===== src/rtl/cipher_word_packer_pkg.sv =====
// Shared types for the cipher output word packer: word/keep types, the FIFO
// entry layout and the assembly FSM states.
package cipher_pkg;

    localparam int WORD_BYTES = 4;

    typedef logic [31:0] word_t;
    typedef logic [3:0]  keep_t;

    typedef struct packed {
        word_t data;
        keep_t keep;
        logic  last;
    } fifo_entry_t;

    typedef enum logic [1:0] {IDLE, FILL, HELD} pack_state_t;

    // Insert one byte into the given little-endian lane of a word.
    function automatic word_t put_byte(word_t w, logic [1:0] lane, logic [7:0] b);
        word_t r;
        r = w;
        r[{lane, 3'b000} +: 8] = b;
        return r;
    endfunction

endpackage


===== src/rtl/cipher_word_packer_if.sv =====
// Word-side valid/ready bus between the packer (master) and the bus/DMA consumer.
interface cipher_word_packer_if import cipher_pkg::*; ();

    word_t word_out;
    keep_t word_keep;
    logic  word_last;
    logic  word_valid;
    logic  word_ready;

    modport master (output word_out, word_keep, word_last, word_valid, input word_ready);
    modport slave  (input word_out, word_keep, word_last, word_valid, output word_ready);

endinterface


===== src/rtl/cipher_word_packer_word_fifo.sv =====
// First-word-fall-through FIFO of packed word entries; a push while full is
// accepted only when a pop frees a slot in the same cycle.
module word_fifo import cipher_pkg::*; #(
    parameter int DEPTH = 4
) (
    input  logic                   clk,
    input  logic                   rst_n,
    input  logic                   push,
    input  fifo_entry_t            push_data,
    input  logic                   pop,
    output fifo_entry_t            head,
    output logic                   empty,
    output logic                   full,
    output logic [$clog2(DEPTH):0] level
);

    localparam int AW = $clog2(DEPTH);

    fifo_entry_t   mem [DEPTH];
    logic [AW:0]   wptr;
    logic [AW:0]   rptr;
    logic          pop_ok;
    logic          push_ok;

    // Extra pointer MSB separates full (MSBs differ) from empty (equal).
    assign empty   = (wptr == rptr);
    assign full    = (wptr[AW] != rptr[AW]) && (wptr[AW-1:0] == rptr[AW-1:0]);
    assign pop_ok  = pop && !empty;
    assign push_ok = push && (!full || pop_ok);
    assign head    = empty ? '0 : mem[rptr[AW-1:0]];

    always_ff @(posedge clk or negedge rst_n) begin
        if (!rst_n) begin
            wptr  <= '0;
            rptr  <= '0;
            level <= '0;
        end else begin
            if (push_ok) wptr <= wptr + 1'b1;
            if (pop_ok)  rptr <= rptr + 1'b1;
            case ({push_ok, pop_ok})
                2'b10:   level <= level + 1'b1;
                2'b01:   level <= level - 1'b1;
                default: level <= level;
            endcase
        end
    end

    always_ff @(posedge clk) begin
        if (push_ok) mem[wptr[AW-1:0]] <= push_data;
    end

endmodule


===== src/rtl/cipher_word_packer.sv =====
// Packs cipher output bytes little-endian into 32-bit words with keep/last
// markers and buffers them in a FWFT FIFO; drops and flags words on overflow.
module cipher_word_packer import cipher_pkg::*; #(
    parameter int FIFO_DEPTH = 4
) (
    input  logic                        clk,
    input  logic                        rst_n,
    input  logic [7:0]                  din,
    input  logic                        din_valid,
    input  logic                        flush,
    cipher_word_packer_if.master        wb,
    output logic [$clog2(FIFO_DEPTH):0] fifo_level,
    output logic                        overflow
);

    pack_state_t state;
    logic [1:0]  cnt;
    word_t       asm_data;
    keep_t       asm_keep;
    logic        push;
    fifo_entry_t push_entry;
    fifo_entry_t head;
    logic        fifo_empty;
    logic        fifo_full;
    logic        drop;

    // A full word waits in HELD so a following flush can still tag it last.
    assign push       = (flush && state != IDLE) || (din_valid && !flush && state == HELD);
    assign push_entry = '{data: asm_data, keep: asm_keep, last: flush};
    // When full the FIFO is non-empty, so a pop happens exactly when ready is high.
    assign drop       = push && fifo_full && !wb.word_ready;

    always_ff @(posedge clk or negedge rst_n) begin
        if (!rst_n) begin
            state    <= IDLE;
            cnt      <= '0;
            asm_data <= '0;
            asm_keep <= '0;
        end else if (flush || (din_valid && state != FILL)) begin
            // Start of a fresh word: either after a flush or after the held word left.
            if (din_valid) begin
                asm_data <= put_byte('0, 2'd0, din);
                asm_keep <= 4'b0001;
                cnt      <= 2'd1;
                state    <= FILL;
            end else begin
                asm_data <= '0;
                asm_keep <= '0;
                cnt      <= '0;
                state    <= IDLE;
            end
        end else if (din_valid) begin
            asm_data      <= put_byte(asm_data, cnt, din);
            asm_keep[cnt] <= 1'b1;
            cnt           <= cnt + 1'b1;
            if (cnt == 2'd3) state <= HELD;
        end
    end

    always_ff @(posedge clk or negedge rst_n) begin
        if (!rst_n)    overflow <= 1'b0;
        else if (drop) overflow <= 1'b1;
    end

    word_fifo #(.DEPTH(FIFO_DEPTH)) u_fifo (
        .clk       (clk),
        .rst_n     (rst_n),
        .push      (push),
        .push_data (push_entry),
        .pop       (wb.word_ready),
        .head      (head),
        .empty     (fifo_empty),
        .full      (fifo_full),
        .level     (fifo_level)
    );

    assign wb.word_out   = head.data;
    assign wb.word_keep  = head.keep;
    assign wb.word_last  = head.last;
    assign wb.word_valid = !fifo_empty;

endmodule


===== src/flat_wrapper.sv =====
// flat-port wrapper written by rule: the top's interface ports become plain ports
module cipher_word_packer_flat import cipher_pkg::*;
#(
    parameter int FIFO_DEPTH = 4
)
  (clk, rst_n, din, din_valid, flush, fifo_level, overflow, wb_word_out, wb_word_keep, wb_word_last, wb_word_valid, wb_word_ready);
  cipher_word_packer_if wb_i ();
  input  logic clk;
  input  logic rst_n;
  input  logic [7:0] din;
  input  logic din_valid;
  input  logic flush;
  output logic [$clog2(FIFO_DEPTH):0] fifo_level;
  output logic overflow;
  output wire logic [$bits(wb_i.word_out)-1:0] wb_word_out;
  output wire logic [$bits(wb_i.word_keep)-1:0] wb_word_keep;
  output wire logic [$bits(wb_i.word_last)-1:0] wb_word_last;
  output wire logic [$bits(wb_i.word_valid)-1:0] wb_word_valid;
  input wire logic [$bits(wb_i.word_ready)-1:0] wb_word_ready;
  assign wb_word_out = wb_i.word_out;
  assign wb_word_keep = wb_i.word_keep;
  assign wb_word_last = wb_i.word_last;
  assign wb_word_valid = wb_i.word_valid;
  assign wb_i.word_ready = wb_word_ready;
  cipher_word_packer #(.FIFO_DEPTH(FIFO_DEPTH)) u_core (.clk(clk), .rst_n(rst_n), .din(din), .din_valid(din_valid), .flush(flush), .wb(wb_i), .fifo_level(fifo_level), .overflow(overflow));
endmodule

===== config.mk =====
export PLATFORM = sky130hd
export DESIGN_NAME = cipher_word_packer_flat
export DESIGN_NICKNAME = d
export VERILOG_FILES = /design/src/rtl/cipher_word_packer_pkg.sv /design/src/rtl/cipher_word_packer_if.sv /design/src/rtl/cipher_word_packer_word_fifo.sv /design/src/rtl/cipher_word_packer.sv /design/src/flat_wrapper.sv
export SDC_FILE = /design/constraint.sdc
export NUM_CORES = 1
export LEC_CHECK = 0
export ABC_AREA = 0
export CAP_MARGIN = 5
export CORE_MARGIN = 2
export CORE_UTILIZATION = 58
export CTS_CLUSTER_DIAMETER = 150
export DETAILED_ROUTE_END_ITERATION = 10
export GPL_TIMING_DRIVEN = 1
export PLACE_DENSITY_LB_ADDON = 0.25
export SLEW_MARGIN = 20
export SYNTH_ARGS = -nofsm -noshare
export SYNTH_HDL_FRONTEND = slang
export SYNTH_SLANG_ARGS = --single-unit

===== constraint.sdc =====
create_clock -name clk -period 2.9 [get_ports clk]
set_input_delay 0.435 -clock clk [delete_from_list [all_inputs] [get_ports clk]]
set_output_delay 0.435 -clock clk [all_outputs]
set_load 0.01 [all_outputs]

==> metrics.yaml, run 1 <==
sta:
  clock_skew_ns: 0.00789
  fin_crit_sh_pct: 96.6
  tightest_slew_ns: 0.748
  slew_violations: 0
  rsz0062_at_grt: "false"
  worst_slack_ns: 0.0983
  fmax_ghz: 0.357
  fin_crit_ns: 2.80
  final.setup.tns_ns: 0
  setup_viol: 0
  hold_viol: 0
  slew_headroom_pct: 49.8
outcome:
  status: "finished clean"
floorplanning:
  die_y_um: 120
  io_pins: 55
  rows: 42
  fp.dieArea_mm2: 0.0145
  die_w_um: 120
  core_area_mm2: 0.0132
  initial_utilization_pct: 59.4
cts:
  cts_tree: "built"
  cts_setup_buffers: 0
  cts.clk_slew.worst_paths_ns: 0.06
  clk_path_buf_depth: 2
  cts_max_level: 4
  cts.sinks: 198
  cts_made_buffers: 17
  cts-root-buf: "clkbuf_16"
  clock_latency_ns: 0.43
final_layout:
  nets: 526
  drive_above_1_share_pct: 18.9
  layoutNonFillerInstCount: 689
  diodes: 0
  area_growth_pct: 18.8
power_and_ir_drop:
  finalPower_w: 0.00938
  switchingPower_w: 0.00264
  p_leak_nw: 3.45
  pwr-share-seq_pct: 39.7
  p_clk_share_pct: 25.2
  vdd_drop_max_uv: 640
  power.density_mw_per_mm2: 1000
  netSwitchingFraction_pct: 28.1
  pwr-share-comb_pct: 35.1
  p_int_w: 0.00674
synth:
  syn_nets: 454
  synth_flop_cell: "edfxtp_1"
  synth-seq-area-share_pct: 72.4
  ys_types: 44
  synth_most_common_cell: "edfxtp_1"
  yosys.area.top_type: "edfxtp_1"
  synth_mux_area_share_pct: 10.6
  synth_common_cells: "edfxtp_1, dfrtp_1, and2_1"
  synth_edf_count: 148
  synth_xor_area_share_pct: 0.891
  netlist_area_mm2: 0.00787
  synth_compound_area_share_pct: 5.73
  async_flop_share_pct: 25.3
  synth_top_cell_area_share_pct: 56.5
  ys_ff_latch: 198
  synth_top_family_by_area: "multiplexers"
  synthCells: 428
  yosys_warnings: 0
  syn_avg_cell_area_um2: 18.4
  synthTopCellsByArea: "edfxtp_1, dfrtp_1, mux4_2"
  yosys.area_share.simple_pct: 6.62
  synth_adder_area_share_pct: 2.16
global_route:
  antenna_found_initial: 0
  grtUsageTotal_pct: 22.1
  grt_pass1_wl_um: 23200
  grt_max_degree: 39
  grt.overflow.total: 0
  grt_pass1_vias: 4265
place:
  globalplace.congestion: 0.828
  hpwl_um: 8950
  pre_cts_ws_ns: 0.142
  placedCellCount: 656
  portBuffers: 54
drt:
  drc: 0
  vias: 4094
  drt_iter0_drc: 332
  firstDrtPassIters: 5
  wire_per_inst_um: 20.9
  routed_wl_um: 14400
  viasPerCell: 5.94
  ant_nets: 0
worst_setup_path:
  cp_data_arrival_time_ns: 2.37
  timing.rr.end: "u_core.u_fifo.mem[0][29]"
  reg2reg_slack_ns: 0.73
  path_class: "reg -> out"
  required_ns: 2.47
  reg2reg_from: "u_core.u_fifo.rptr[0]"
  path_max_fanout: 29
  reg2reg_depth: 4
  cp-end-kind: "output pin"
  start_kind: "flop"
worst_hold_path:
  holdCritPathClass: "in -> async"
flow_run:
  max-cap-violations: 0
-- critical path, cell delays in order (launching register included) --
cell and delay (ns):
dfrtp_2 0.44, buf_12 0.27, mux4_2 0.54, and2_1 0.19, clkdlybuf4s50_1 0.48
-- power by group through the flow --
| stage | sequential, W | clock [W] | combinational [W] |
|---|---|---|---|
| after CTS | 0.00373 | 0.00239 | 0.00338 |
| after detailed placement | 0.00378 | 0 | 0.00336 |
| after floorplan | 0.00374 | 0 | 0.00190 |
| final | 0.00373 | 0.00236 | 0.00329 |
| after global placement | 0.00375 | 0 | 0.00332 |
| after global routing | 0.00377 | 0.00250 | 0.00357 |
-- placed cells by master, fill, tap and decap left out, drive strengths merged, types with 12 or more instances in the layout --
| cell | n |
|---|---|
| a22o | 24 |
| buf | 18 |
| edfxtp | 148 |
| ha | 12 |
| and2 | 38 |
| nor2 | 17 |
| clkdlybuf4s50 | 52 |
| dfrtp | 50 |
| clkbuf | 26 |
| mux4 | 37 |
-- how the worst max path moves through the flow --
stage          slack, ns                      end                   from  cells past startpoint
2_1_floorplan       0.36  u_core.u_fifo.mem[0][0]              din_valid                      5
3_3_place_gp        0.28   u_core.u_fifo.level[2]              din_valid                      8
3_5_place_dp        0.14   u_core.u_fifo.level[2]              din_valid                      8
4_1_cts             0.05          wb_word_out[23]  u_core.u_fifo.rptr[0]                      4
5_1_grt            0.002          wb_word_out[23]  u_core.u_fifo.rptr[0]                      4
6_report             0.1          wb_word_out[23]  u_core.u_fifo.rptr[0]                      4
-- cells by family (layout without fill, tap and decap cells) --
group / after synthesis / in the layout
AOI/OAI and AO/OA: 59 / 59
xor gates and xnor gates: 8 / 8
adders and majority gates: 13 / 13
buffers and inverters: 26 / 111
DFF: 198 / 198
muxes: 37 / 37
and+or+nand+nor: 87 / 87
-- metal layers --
| layer | GRT usage, % | share of wire (%) |
|---|---|---|
| met1 | 27.9 | 41 |
| met3 | 5.28 | 5.4 |
| met5 | 0 | 0 |
| met4 | 8.79 | 1.6 |
| met2 | 37.2 | 52 |
-- flip-flops by register name, indices dropped and copies added (netlist names) --
register,count
u_core.asm_data,32
u_core.asm_keep,4
u_core.cnt,2
u_core.overflow,1
u_core.state,2
u_core.u_fifo.level,3
u_core.u_fifo.mem,148
u_core.u_fifo.rptr,3
u_core.u_fifo.wptr,3
-- timing repair --
item                                    in CTS  in global routing
hold endpoints to repair                    12                  0
hold buffers                                 1                  0
resized for setup                            0                  1
endpoints found under the setup margin       0                  1
-- stage by stage --
step / hold WS [ns] / area (um2) / util, %
3_3_place_gp: 0.346 / 8720 / 65.8
6_report: 0.428 / 9350 / 70.6
3_5_place_dp: 0.355 / 8720 / 65.8
5_1_grt: 0.486 / 9350 / 70.6
2_1_floorplan: 0.139 / 7870 / -
4_1_cts: 0.425 / 9350 / 70.6
-- layout make-up --
type / instances / area [um2]
Timing Repair Buffer: 72 / 738
Sequential cell: 198 / 5700
Clock buffer: 26 / 563
Fill cell: 844 / 3890
Tap cell: 176 / 220
Multi-Input combinational cell: 204 / 2050
Inverter: 7 / 26.3
Clock inverter: 6 / 57.6
Power figures use the tool's default switching activity.
==> run 2, diff against run 1 <==
--- a/config.mk
+++ b/config.mk
@@ -6,7 +6,7 @@
 export NUM_CORES = 1
 export LEC_CHECK = 0
 export ABC_AREA = 0
-export CAP_MARGIN = 5
+export CAP_MARGIN = 15
 export CORE_MARGIN = 2
 export CORE_UTILIZATION = 58
 export CTS_CLUSTER_DIAMETER = 150
==> results of run 2 <==
No change in the layout: final DEF, timing and power equal those of run 1.
==> run 3, diff against run 2 <==
--- a/config.mk
+++ b/config.mk
@@ -10,9 +10,11 @@
 export CORE_MARGIN = 2
 export CORE_UTILIZATION = 58
 export CTS_CLUSTER_DIAMETER = 150
+export CTS_CLUSTER_SIZE = 25
 export DETAILED_ROUTE_END_ITERATION = 10
 export GPL_TIMING_DRIVEN = 1
 export PLACE_DENSITY_LB_ADDON = 0.25
+export REMOVE_ABC_BUFFERS = 1
 export SLEW_MARGIN = 20
 export SYNTH_ARGS = -nofsm -noshare
 export SYNTH_HDL_FRONTEND = slang
==> constraint.sdc (replaced) <==
create_clock -name clk -period 2.9 [get_ports clk]
set_input_delay 0.87 -clock clk [delete_from_list [all_inputs] [get_ports clk]]
set_output_delay 0.87 -clock clk [all_outputs]
set_load 0.01 [all_outputs]
==> run 3 against run 2 <==
Final cell count increased by 4.9%. Critical endpoint is now wb_word_out[0]. Final area increased by 3.9%. Clock-buffer cell count decreased by 4. Core utilization increased by 2.8 points. Clock skew increased by 0.00087 ns. Largest cell class unchanged.
==> metrics.yaml, run 3 (synthesis results as in run 1) <==
sta:
  tightest_slew_ns: 0.684  # -0.0637 ns
  fmax_ghz: 0.350  # -2.1%
  hold_viol: 0  # unchanged
  fin_crit_sh_pct: 98.7  # +2.0 points
  fin_worst_hold_slack_ns: 0.446  # +0.0173 ns
  fin_crit_ns: 2.86  # +0.0593 ns
  rsz0062_at_grt: "true"
  setup_viol: 0  # unchanged
  slew_violations: 0  # unchanged
  worst_slack_ns: 0.0390  # -0.0593 ns
  clock_skew_ns: 0.00877  # +0.000873 ns
  slew_headroom_pct: 54.4  # +4.6 points
worst_setup_path:
  cp_data_arrival_time_ns: 1.99  # -0.38 ns
  required_ns: 2.03  # -0.44 ns
  worstSetupStartpoint: "u_core.u_fifo.rptr[0]"
  path_class: "reg -> out"
  path_max_fanout: 8  # -72%
  start_kind: "flop"
  reg2reg_from: "u_core.u_fifo.rptr[0]"
  cp-end-kind: "output pin"
drt:
  routed_wl_um: 17000  # +18%
  wire_per_inst_um: 23.5  # +13%
  drt_iter0_drc: 404  # +22%
  ant_nets: 0  # unchanged
  drc: 0  # unchanged
  vias: 4401  # +7.5%
  viasPerCell: 6.09  # +2.4%
  firstDrtPassIters: 5  # unchanged
floorplanning:
  die_y_um: 120  # unchanged
  core_area_mm2: 0.0132  # unchanged
  fp.dieArea_mm2: 0.0145  # unchanged
  die_w_um: 120  # unchanged
  io_pins: 55  # unchanged
  rows: 42  # unchanged
  initial_utilization_pct: 59.4  # unchanged
cts:
  clk_path_buf_depth: 2  # unchanged
  cts_tree: "built"
  clock_latency_ns: 0.43  # about the same
  cts_hold_buffers: 0  # -1
  cts.sinks: 198  # unchanged
  cts_made_buffers: 17  # unchanged
  cts-root-buf: "clkbuf_16"
  cts.clk_slew.worst_paths_ns: 0.07  # about the same
  cts_max_level: 4  # unchanged
final_layout:
  layout_common_cells: "edfxtp_1, dfrtp_1, mux4_2"
  layout_commonest_cell: "edfxtp_1"
  diodes: 0  # unchanged
  largest_reg_flops: 148  # unchanged
  nets: 560  # +6.5%
  fillers: 811  # -3.9%
  regArea_mm2: 0.00570  # unchanged
  multiInputGateArea_mm2: 0.00214  # +4.5%
  drive_above_1_share_pct: 33.5  # +15 points
  area_growth_pct: 23.5
global_route:
  grtUsageTotal_pct: 25.4  # +3.3 points
  antenna_found_initial: 0  # unchanged
  grt_pass1_vias: 4446  # +4.2%
  grt.overflow.total: 0  # unchanged
  grt_pass1_wl_um: 26400  # +14%
  grt_max_degree: 27  # -31%
place:
  portBuffers: 54  # unchanged
  pre_cts_ws_ns: 0.0842  # -0.0579 ns
  hpwl_um: 9550  # +6.8%
  globalplace.congestion: 0.839  # +1.3%
power_and_ir_drop:
  power.density_mw_per_mm2: 1050  # +4.4%
  p_leak_nw: 3.74  # +8.4%
  finalPower_w: 0.0102  # +8.5%
  vdd_drop_max_uv: 535  # -16%
flow_run:
  max-cap-violations: 0  # unchanged
worst_hold_path:
  holdCritPathClass: "in -> async"
outcome:
  status: "finished clean"
-- run 3: cell types whose count changed in the layout (fill, tap and decap cells not counted), sizes merged --
| cell | before | now |
|---|---|---|
| clkinv | 4 | 5 |
| clkbuf | 26 | 24 |
| clkdlybuf4s50 | 52 | 15 |
| dlygate4sd3 | 1 | 0 |
| clkdlybuf4s15 | 0 | 3 |
| bufinv | 1 | 0 |
| dlymetal6s2s | 1 | 0 |
| buf | 18 | 86 |
| inv | 7 | 10 |
| clkinvlp | 1 | 2 |
-- run 3: layer usage --
metal | vias up | wire length [um] | track usage [%]
met5 | - | 0 | 0
met4 | 0 | 350 | 10.1
met3 | 27 | 885 | 5.19
met2 | 171 | 8840 | 41.4
met1 | 2303 | 6920 | 34.1
li1 | 1900 | - | -
-- run 3: per-stage QoR --
step	std cells	area, um2	TNS, ns	utilization, %
global route	723	9720	-0.0949	73.4
global placement	673	8890	0	67.1
detailed placement	673	8890	0	67.1
finish	723	9720	0	73.4
CTS	724	9730	0	73.5
floorplan	409	7770	-158.78	-
-- run 3: repair_timing --
item                                    in CTS  in global routing
setup buffers                               14                  1
pin swaps                                    2                  6
resized for setup                          177                 10
endpoints found under the setup margin      38                 38
cloned                                       5                  0
-- run 3: where the power goes --
part | total, W | switching [W] | internal (W)
Sequential | 0.00377 | 0.000236 | 0.00353
Combinational | 0.00423 | 0.00187 | 0.00237
Clock | 0.00218 | 0.00101 | 0.00118
-- run 3: final timing paths --
kind	to	slack, ns	depth (start not counted)
setup / recovery	wb_word_out[0]	0.04	6
min in group clk	u_core.overflow	0.48	1
setup reg to reg	u_core.u_fifo.level[2]	0.67	11
hold reg to reg	u_core.overflow	0.48	1
hold / removal	u_core.u_fifo.level[0]	0.45	1
max in group asynchronous	u_core.asm_data[15]	1.81	2
-- run 3: worst max-delay path, cell delays in order, from the launching register on --
cell,delay (ns)
dfrtp_2,0.40
buf_12,0.13
buf_12,0.14
buf_12,0.11
mux4_2,0.50
and2_1,0.15
buf_2,0.13
-- run 3: final cells by class --
| class | instances | area share (%) |
|---|---|---|
| clock buffer | 22 | 4.89 |
| clock inverter | 10 | 0.747 |
| inverter | 7 | 0.270 |
| multi-input combinational | 204 | 22.0 |
| sequential | 198 | 58.6 |
| tap | 176 | 2.27 |
| timing repair buffer | 106 | 11.2 |
